==> config.mk <==
export PLATFORM = sky130hd
export DESIGN_NAME = exc_ctrl
export DESIGN_NICKNAME = d
export VERILOG_FILES = /design/src/rtl/exc_ctrl_pkg.sv /design/src/rtl/exc_prio_enc.sv /design/src/rtl/exc_ctrl.sv
export SDC_FILE = /design/constraint.sdc
export NUM_CORES = 1
export LEC_CHECK = 0
export BUFFER_PORTS_ARGS = -buffer_cell sky130_fd_sc_hd__buf_2
export CAP_MARGIN = 15
export CORE_AREA = 5 5 147 149
export CTS_BUF_LIST = sky130_fd_sc_hd__clkbuf_4 sky130_fd_sc_hd__clkbuf_8
export CTS_CLUSTER_SIZE = 16
export DETAILED_ROUTE_END_ITERATION = 10
export DIE_AREA = 0 0 152 154
export GPL_ROUTABILITY_DRIVEN = 1
export PLACE_DENSITY = 0.58
export SYNTH_ARGS = -nofsm -noshare
export SYNTH_HDL_FRONTEND = slang
export SYNTH_SLANG_ARGS = --single-unit
==> constraint.sdc <==
create_clock -name clk -period 6.8 [get_ports clk]
set_input_delay 2.04 -clock clk [delete_from_list [all_inputs] [get_ports clk]]
set_output_delay 2.04 -clock clk [all_outputs]
set_load 0.01 [all_outputs]
==> src/rtl/exc_ctrl_pkg.sv <==
// Shared constants and types for the exception sequencer.
package exc_ctrl_pkg;

  localparam int unsigned EXC_W  = 5;
  localparam int unsigned VEC_W  = 9;
  localparam int unsigned ADDR_W = 32;
  localparam int unsigned CNT_W  = 3;

  // Exception codes written to CP0 Cause.ExcCode
  localparam logic [EXC_W-1:0] EXC_INT  = 5'h00;
  localparam logic [EXC_W-1:0] EXC_ADEL = 5'h04;
  localparam logic [EXC_W-1:0] EXC_ADES = 5'h05;
  localparam logic [EXC_W-1:0] EXC_SYS  = 5'h08;
  localparam logic [EXC_W-1:0] EXC_BP   = 5'h09;
  localparam logic [EXC_W-1:0] EXC_RI   = 5'h0A;
  localparam logic [EXC_W-1:0] EXC_OV   = 5'h0C;
  localparam logic [EXC_W-1:0] EXC_TR   = 5'h0D;
  localparam logic [EXC_W-1:0] EXC_ERET = 5'h0E;

  // exc_vec bit positions, lowest index has highest priority
  localparam int unsigned BIT_ADEL_IF = 0;
  localparam int unsigned BIT_RI      = 1;
  localparam int unsigned BIT_SYS     = 2;
  localparam int unsigned BIT_BP      = 3;
  localparam int unsigned BIT_OV      = 4;
  localparam int unsigned BIT_TR      = 5;
  localparam int unsigned BIT_ADEL_D  = 6;
  localparam int unsigned BIT_ADES    = 7;
  localparam int unsigned BIT_ERET    = 8;

  // Exception vector constants
  localparam logic [ADDR_W-1:0] VEC_BOOT = 32'hBFC00380;
  localparam logic [11:0]       VEC_OFF  = 12'h180;

  // CP0 Status / Cause field positions
  localparam int unsigned ST_IE     = 0;
  localparam int unsigned ST_EXL    = 1;
  localparam int unsigned ST_IM_LO  = 8;
  localparam int unsigned ST_IM_HI  = 15;
  localparam int unsigned ST_BEV    = 22;
  localparam int unsigned CA_IP_LO  = 8;
  localparam int unsigned CA_IP_HI  = 15;

  typedef enum logic {
    S_IDLE  = 1'b0,
    S_FLUSH = 1'b1
  } state_t;

  // Redirect target for a committed exception
  function automatic logic [ADDR_W-1:0] redirect_pc(
    input logic [EXC_W-1:0]  code,
    input logic [ADDR_W-1:0] epc,
    input logic              bev,
    input logic [ADDR_W-1:0] ebase
  );
    logic [ADDR_W-1:0] pc;
    if (code == EXC_ERET) begin
      pc = epc;
    end else if (bev) begin
      pc = VEC_BOOT;
    end else begin
      pc = {ebase[ADDR_W-1:12], VEC_OFF};
    end
    return pc;
  endfunction

endpackage

==> src/rtl/exc_prio_enc.sv <==
// Per-slot priority encoder: lowest set exc_vec bit selects the exception code.
module exc_prio_enc
  import exc_ctrl_pkg::*;
(
  input  logic [8:0] i_vec,
  output logic [4:0] o_code,
  output logic       o_hit
);

  // Fixed-priority scan from bit 0 upward
  always_comb begin
    o_code = EXC_INT;
    o_hit  = |i_vec;
    if (i_vec[BIT_ADEL_IF]) begin
      o_code = EXC_ADEL;
    end else if (i_vec[BIT_RI]) begin
      o_code = EXC_RI;
    end else if (i_vec[BIT_SYS]) begin
      o_code = EXC_SYS;
    end else if (i_vec[BIT_BP]) begin
      o_code = EXC_BP;
    end else if (i_vec[BIT_OV]) begin
      o_code = EXC_OV;
    end else if (i_vec[BIT_TR]) begin
      o_code = EXC_TR;
    end else if (i_vec[BIT_ADEL_D]) begin
      o_code = EXC_ADEL;
    end else if (i_vec[BIT_ADES]) begin
      o_code = EXC_ADES;
    end else if (i_vec[BIT_ERET]) begin
      o_code = EXC_ERET;
    end
  end

endmodule

==> src/rtl/exc_ctrl.sv <==
// Exception sequencer: picks one exception per commit by age and priority,
// then drives the CP0 commit pulse, pipeline flush and PC redirect.
module exc_ctrl
  import exc_ctrl_pkg::*;
#(
  parameter int unsigned FLUSH_CYCLES = 2
) (
  input  logic        clk,
  input  logic        rst,
  input  logic        stall_i,
  input  logic        valid_i1,
  input  logic        valid_i2,
  input  logic [8:0]  exc_vec_i1,
  input  logic [8:0]  exc_vec_i2,
  input  logic [31:0] inst_addr_i1,
  input  logic [31:0] inst_addr_i2,
  input  logic        in_delayslot_i1,
  input  logic        in_delayslot_i2,
  input  logic [31:0] mem_addr_i,
  input  logic [31:0] status_i,
  input  logic [31:0] cause_i,
  input  logic [31:0] epc_i,
  input  logic [31:0] ebase_i,
  output logic        exception_flag_o,
  output logic [4:0]  excepttype_o,
  output logic        exception_inst_sel_o,
  output logic [31:0] inst_addr_o1,
  output logic [31:0] inst_addr_o2,
  output logic [31:0] mem_addr_o,
  output logic        in_delayslot_o1,
  output logic        in_delayslot_o2,
  output logic        flush_o,
  output logic [31:0] new_pc_o,
  output logic        new_pc_valid_o,
  output logic        busy_o
);

  localparam logic [CNT_W-1:0] FLUSH_LAST = CNT_W'(FLUSH_CYCLES);

  state_t             r_state;
  logic [CNT_W-1:0]   r_cnt;
  logic               r_int_pend;

  logic               w_int_req;
  logic [EXC_W-1:0]   w_code1;
  logic [EXC_W-1:0]   w_code2;
  logic               w_hit1;
  logic               w_hit2;
  logic               w_sel_hit;
  logic               w_sel_slot1;
  logic [EXC_W-1:0]   w_sel_code;
  logic [ADDR_W-1:0]  w_sel_pc;
  logic               w_unused_bits;

  // Per-slot exception priority encoders
  exc_prio_enc u_enc1 (
    .i_vec  (exc_vec_i1),
    .o_code (w_code1),
    .o_hit  (w_hit1)
  );

  exc_prio_enc u_enc2 (
    .i_vec  (exc_vec_i2),
    .o_code (w_code2),
    .o_hit  (w_hit2)
  );

  // Unmasked, enabled interrupt request from current CP0 state
  assign w_int_req = status_i[ST_IE] & ~status_i[ST_EXL] &
                     (|(cause_i[CA_IP_HI:CA_IP_LO] & status_i[ST_IM_HI:ST_IM_LO]));

  // Interrupt is sampled every cycle so the commit never sees CP0 combinationally
  always_ff @(posedge clk) begin
    if (rst) begin
      r_int_pend <= 1'b0;
    end else begin
      r_int_pend <= w_int_req;
    end
  end

  // Age/priority selection: older slot first, interrupt outranks slot exceptions
  always_comb begin
    w_sel_hit   = 1'b0;
    w_sel_slot1 = 1'b0;
    w_sel_code  = EXC_INT;
    if (valid_i1 && (r_int_pend || w_hit1)) begin
      w_sel_hit   = 1'b1;
      w_sel_slot1 = 1'b1;
      w_sel_code  = r_int_pend ? EXC_INT : w_code1;
    end else if (valid_i2 && ((r_int_pend && !valid_i1) || (valid_i1 && w_hit2))) begin
      // Slot 2 faults only behind a clean slot 1, or takes an interrupt alone
      w_sel_hit   = 1'b1;
      w_sel_slot1 = 1'b0;
      w_sel_code  = r_int_pend ? EXC_INT : w_code2;
    end
  end

  // Redirect target for the selected exception
  assign w_sel_pc = redirect_pc(w_sel_code, epc_i, status_i[ST_BEV], ebase_i);

  // Fields of CP0 registers this block does not consume
  assign w_unused_bits = ^{status_i[31:23], status_i[21:16], status_i[7:2],
                           cause_i[31:16], cause_i[7:0], ebase_i[11:0]};

  // Commit/flush sequencer with registered outputs
  always_ff @(posedge clk) begin
    if (rst) begin
      r_state              <= S_IDLE;
      r_cnt                <= '0;
      exception_flag_o     <= 1'b0;
      excepttype_o         <= '0;
      exception_inst_sel_o <= 1'b0;
      inst_addr_o1         <= '0;
      inst_addr_o2         <= '0;
      mem_addr_o           <= '0;
      in_delayslot_o1      <= 1'b0;
      in_delayslot_o2      <= 1'b0;
      flush_o              <= 1'b0;
      new_pc_o             <= '0;
      new_pc_valid_o       <= 1'b0;
      busy_o               <= 1'b0;
    end else begin
      exception_flag_o <= 1'b0;
      flush_o          <= 1'b0;
      new_pc_valid_o   <= 1'b0;
      case (r_state)
        S_IDLE: begin
          if (!stall_i && w_sel_hit) begin
            r_state              <= S_FLUSH;
            r_cnt                <= CNT_W'(1);
            exception_flag_o     <= 1'b1;
            flush_o              <= 1'b1;
            new_pc_valid_o       <= 1'b1;
            busy_o               <= 1'b1;
            excepttype_o         <= w_sel_code;
            exception_inst_sel_o <= w_sel_slot1;
            inst_addr_o1         <= inst_addr_i1;
            inst_addr_o2         <= inst_addr_i2;
            mem_addr_o           <= mem_addr_i;
            in_delayslot_o1      <= in_delayslot_i1;
            in_delayslot_o2      <= in_delayslot_i2;
            new_pc_o             <= w_sel_pc;
          end
        end
        S_FLUSH: begin
          if (r_cnt == FLUSH_LAST) begin
            r_state <= S_IDLE;
            r_cnt   <= '0;
            busy_o  <= 1'b0;
          end else begin
            r_cnt <= r_cnt + CNT_W'(1);
          end
        end
        default: begin
          r_state <= S_IDLE;
          r_cnt   <= '0;
          busy_o  <= 1'b0;
        end
      endcase
    end
  end

endmodule

==> flow_metrics.env <==
export IMPL_final_area_sq_mm=0.00788
export IMPL_port_buffers=330
export IMPL_rrSetupSlack_ps=3530
export IMPL_combPwrFrac=0.142
export IMPL_die_h_microns=154
export IMPL_grt_pass1_wl_microns=31000
export IMPL_drive_gt1_frac=0.380
export IMPL_seq_power_share=0.493
export IMPL_switching_share=0.308
export IMPL_netlist_instances=715
export IMPL_hold_depth=2
export IMPL_ios=389
export IMPL_yosys_area_top_type_share=0.499
export IMPL_synth_yosys_seq_area_share=0.499
export IMPL_antenna_found_initial=3
export IMPL_tns_ps=0
export IMPL_fmax_ghz=0.216
export IMPL_hold_viol_final=0
export IMPL_crit_required_ps=7170
export IMPL_drtIter0Drc=318
export IMPL_detailed_place_hpwl_microns=13900
export IMPL_wire_per_inst_microns=15.2
export IMPL_fin_ws_ps=2170
export IMPL_dp_cells=1262
export IMPL_syn_avg_cell_area_sq_um=7.97
export IMPL_static_leakage_power_nw=3.53
export IMPL_hp_class="flip-flop to flip-flop"
export IMPL_min_period_ps=4630
export IMPL_grt_max_degree=91
export IMPL_num_vias=5910
export IMPL_yosys_warnings=0
export IMPL_setup_violations=0
export IMPL_synthArstFlopShare=0
export IMPL_cpMaxStageDelayCell="and2_4"
export IMPL_syn_area_sq_mm=0.00570
export IMPL_hold_start="new_pc_o[31]$_SDFFE_PP0P_"
export IMPL_initial_core_util=0.284
export IMPL_fin_cells=1296
export IMPL_path_class="input pin to flip-flop"
export IMPL_maxCapViolations=0
export IMPL_numCtsBuffers=17
export IMPL_critPathMaxFanout=87
export IMPL_ys_ff_latch=142
export IMPL_grt_use_total=0.162
export IMPL_fin_crit_sh=0.681
export IMPL_max_slew_margin=0.336
export IMPL_insertion_delay_ps=450
export IMPL_ctsHoldBuffers=0
export IMPL_place_ws_ps=1740
export IMPL_row_count=52
export IMPL_ctsResizeCount=0
export IMPL_nets=1260
export IMPL_rsz0062_at_grt="no"
export IMPL_startpoint_type="input pin"
export IMPL_status="completed"
export IMPL_place_area_sq_mm=0.00749
export IMPL_area_delta_synth_final_pct=38.3
export IMPL_postCtsSetupBuffers=0
export IMPL_post_synth_top_area_cell="dfxtp_1"
export IMPL_yosysUniqueCellTypes=50
export IMPL_synth_edf_count=0
export IMPL_drc=0
export IMPL_cts_tree="done"
export IMPL_antenna_left=0
export IMPL_cts_buffer_depth=2
export IMPL_gp_congestion=0.822
export IMPL_net_switching_power_mw=0.559
export IMPL_crit_start="valid_i1"
export IMPL_viasPerCell=4.56
export IMPL_clk_pin_slew_ps=90
export IMPL_cts_root_buf="clkbuf_8"
export IMPL_synthTopCellsByArea="dfxtp_1 (50%), nand2_1 (15%), a21oi_1 (11%)"
export IMPL_clock_skew_ps=12.9
export IMPL_p_clk_frac=0.365
export IMPL_critPathCaptureType="flip-flop"
export IMPL_holdWs_ps=454
export IMPL_htreeDepth=4
export IMPL_slew_violations=0
export IMPL_worstMarginPinSlew_ps=997
export IMPL_grt_pass1_vias=5742
export IMPL_peakVddDrop_v=0.0000980
export IMPL_core_sq_mm=0.0200
export IMPL_slowest_delay_ps=820
export IMPL_syn_num_nets=964
export IMPL_drt_pass1_iter_count=4
export IMPL_worstHoldEndpoint="new_pc_o[31]$_SDFFE_PP0P_"
export IMPL_synth_flop_cell="dfxtp_1"
export IMPL_p_per_area_mw_per_mm2=230
export IMPL_cp_cell_sequence="buf_2 > or4b_2 > nor4_1 > o21ai_1 > and2_4 > buf_4 > o311ai_0 > a21oi_1"
export IMPL_overflow=0
export IMPL_clock_sinks=142
export IMPL_worstReg2RegEnd="new_pc_o[31]$_SDFFE_PP0P_"
export IMPL_arrival_ps=5000
export IMPL_p_int_mw=1.25
export IMPL_r2r_start="r_int_pend$_SDFF_PP0_"
export IMPL_die_area_sq_mm=0.0234
export IMPL_dieWidth_microns=152
export IMPL_routed_wl_microns=19700
export IMPL_r2r_cells=6
-- sequential cells by signal, summed over array words and instances (netlist names) --
register / flops
busy_o: 1
exception_inst_sel_o: 1
excepttype_o: 4
in_delayslot_o1: 1
in_delayslot_o2: 1
inst_addr_o1: 32
inst_addr_o2: 32
mem_addr_o: 32
new_pc_o: 32
new_pc_valid_o: 1
r_cnt: 3
r_int_pend: 1
r_state: 1
-- area by class of cell --
cell class | instances | area [sq um]
inverters | 14 | 52.6
repair buffers | 335 | 1700
clock inverters | 15 | 151
clock buffers | 17 | 234
well taps | 270 | 338
fillers | 2164 | 12200
diodes | 2 | 5.00
multi-input cells | 501 | 2550
flip-flops and latches | 142 | 2840
-- synth_stat cells (2+ instances only) --
| cell | instances |
|---|---|
| a21oi_1 | 123 |
| o311ai_0 | 9 |
| nor4_1 | 2 |
| o21bai_1 | 2 |
| nand3_1 | 11 |
| or3_1 | 3 |
| dfxtp_1 | 142 |
| inv_1 | 14 |
| o21ai_0 | 3 |
| buf_2 | 8 |
| buf_4 | 3 |
| o221ai_1 | 9 |
| nor2_1 | 32 |
| or2_2 | 2 |
| a311oi_2 | 11 |
| nand2_1 | 231 |
| a2111oi_0 | 2 |
| a22oi_1 | 4 |
| nor3_1 | 15 |
| buf_6 | 3 |
| clkbuf_1 | 44 |
| a211oi_1 | 2 |
| nand3b_1 | 12 |
| or4_1 | 2 |
-- power by group through the flow --
| stage | registers (mW) | clock network [mW] | logic [mW] |
|---|---|---|---|
| after CTS | 0.894 | 0.695 | 0.263 |
| after detailed placement | 0.913 | 0 | 0.263 |
| final | 0.894 | 0.662 | 0.258 |
| after global placement | 0.912 | 0 | 0.262 |
| after floorplan | 0.932 | 0 | 0.112 |
| after global routing | 0.899 | 0.728 | 0.288 |
-- metal layers --
layer  up-vias  share of wire  track usage  wire length (microns)
met2       221           0.49        0.271                   9560
li1       3021              -            -                      -
met4         2          0.017       0.0565                    331
met3        23          0.079       0.0646                   1550
met1      2643           0.42        0.189                   8240
met5         -        0.00056            0                     11
-- critical path: cells and delay by family --
kind / cells / cell delay, ps
buffers and inverters: 2 / 820
AOI/OAI and AO/OA: 3 / 880
and+or+nand+nor: 3 / 1100
-- worst max path at each step --
stage          slack, ps                        end  cells after the start
2_1_floorplan       2780   new_pc_o[9]$_SDFFE_PP0P_                      7
3_3_place_gp        1740  new_pc_o[31]$_SDFFE_PP0P_                      8
3_5_place_dp        1740  new_pc_o[31]$_SDFFE_PP0P_                      8
4_1_cts             2240  new_pc_o[31]$_SDFFE_PP0P_                      8
5_1_grt             1880  new_pc_o[31]$_SDFFE_PP0P_                      7
6_report            2170  new_pc_o[31]$_SDFFE_PP0P_                      8
-- layout by cell type, fill, tap and decap left out, types with 3 or more instances in the layout --
cell type and instances:
o311ai_0 9, clkinv_4 3, a22oi_1 4, nand3b_1 12, inv_6 4, a311oi_2 11, nor2_1 32, inv_1 14
a21oi_1 123, inv_8 4, o21ai_0 3, nand3_1 11, buf_4 5, buf_2 329, dfxtp_1 142, o221ai_1 9
or3_1 3, nor3_1 15, clkbuf_8 17, nand2_1 230
-- metrics by stage --
stage	utilization	power, mW
2_1_floorplan	-	1.04
4_1_cts	0.393	1.85
3_5_place_dp	0.374	1.18
5_1_grt	0.393	1.92
3_3_place_gp	0.374	1.17
6_report	0.393	1.81
-- cells by family (layout without fill, tap and decap cells) --
kind of cell / count (synthesis) / after routing / share of synthesized area
other: 1 / 3 / 0.000658
xor gates and xnor gates: 2 / 2 / 0.00308
buffers and inverters: 72 / 381 / 0.0551
AOI/OAI and AO/OA: 177 / 177 / 0.200
DFF: 142 / 142 / 0.499
and+or+nand+nor: 321 / 321 / 0.242
No activity file was read; power rests on OpenSTA's default activity.
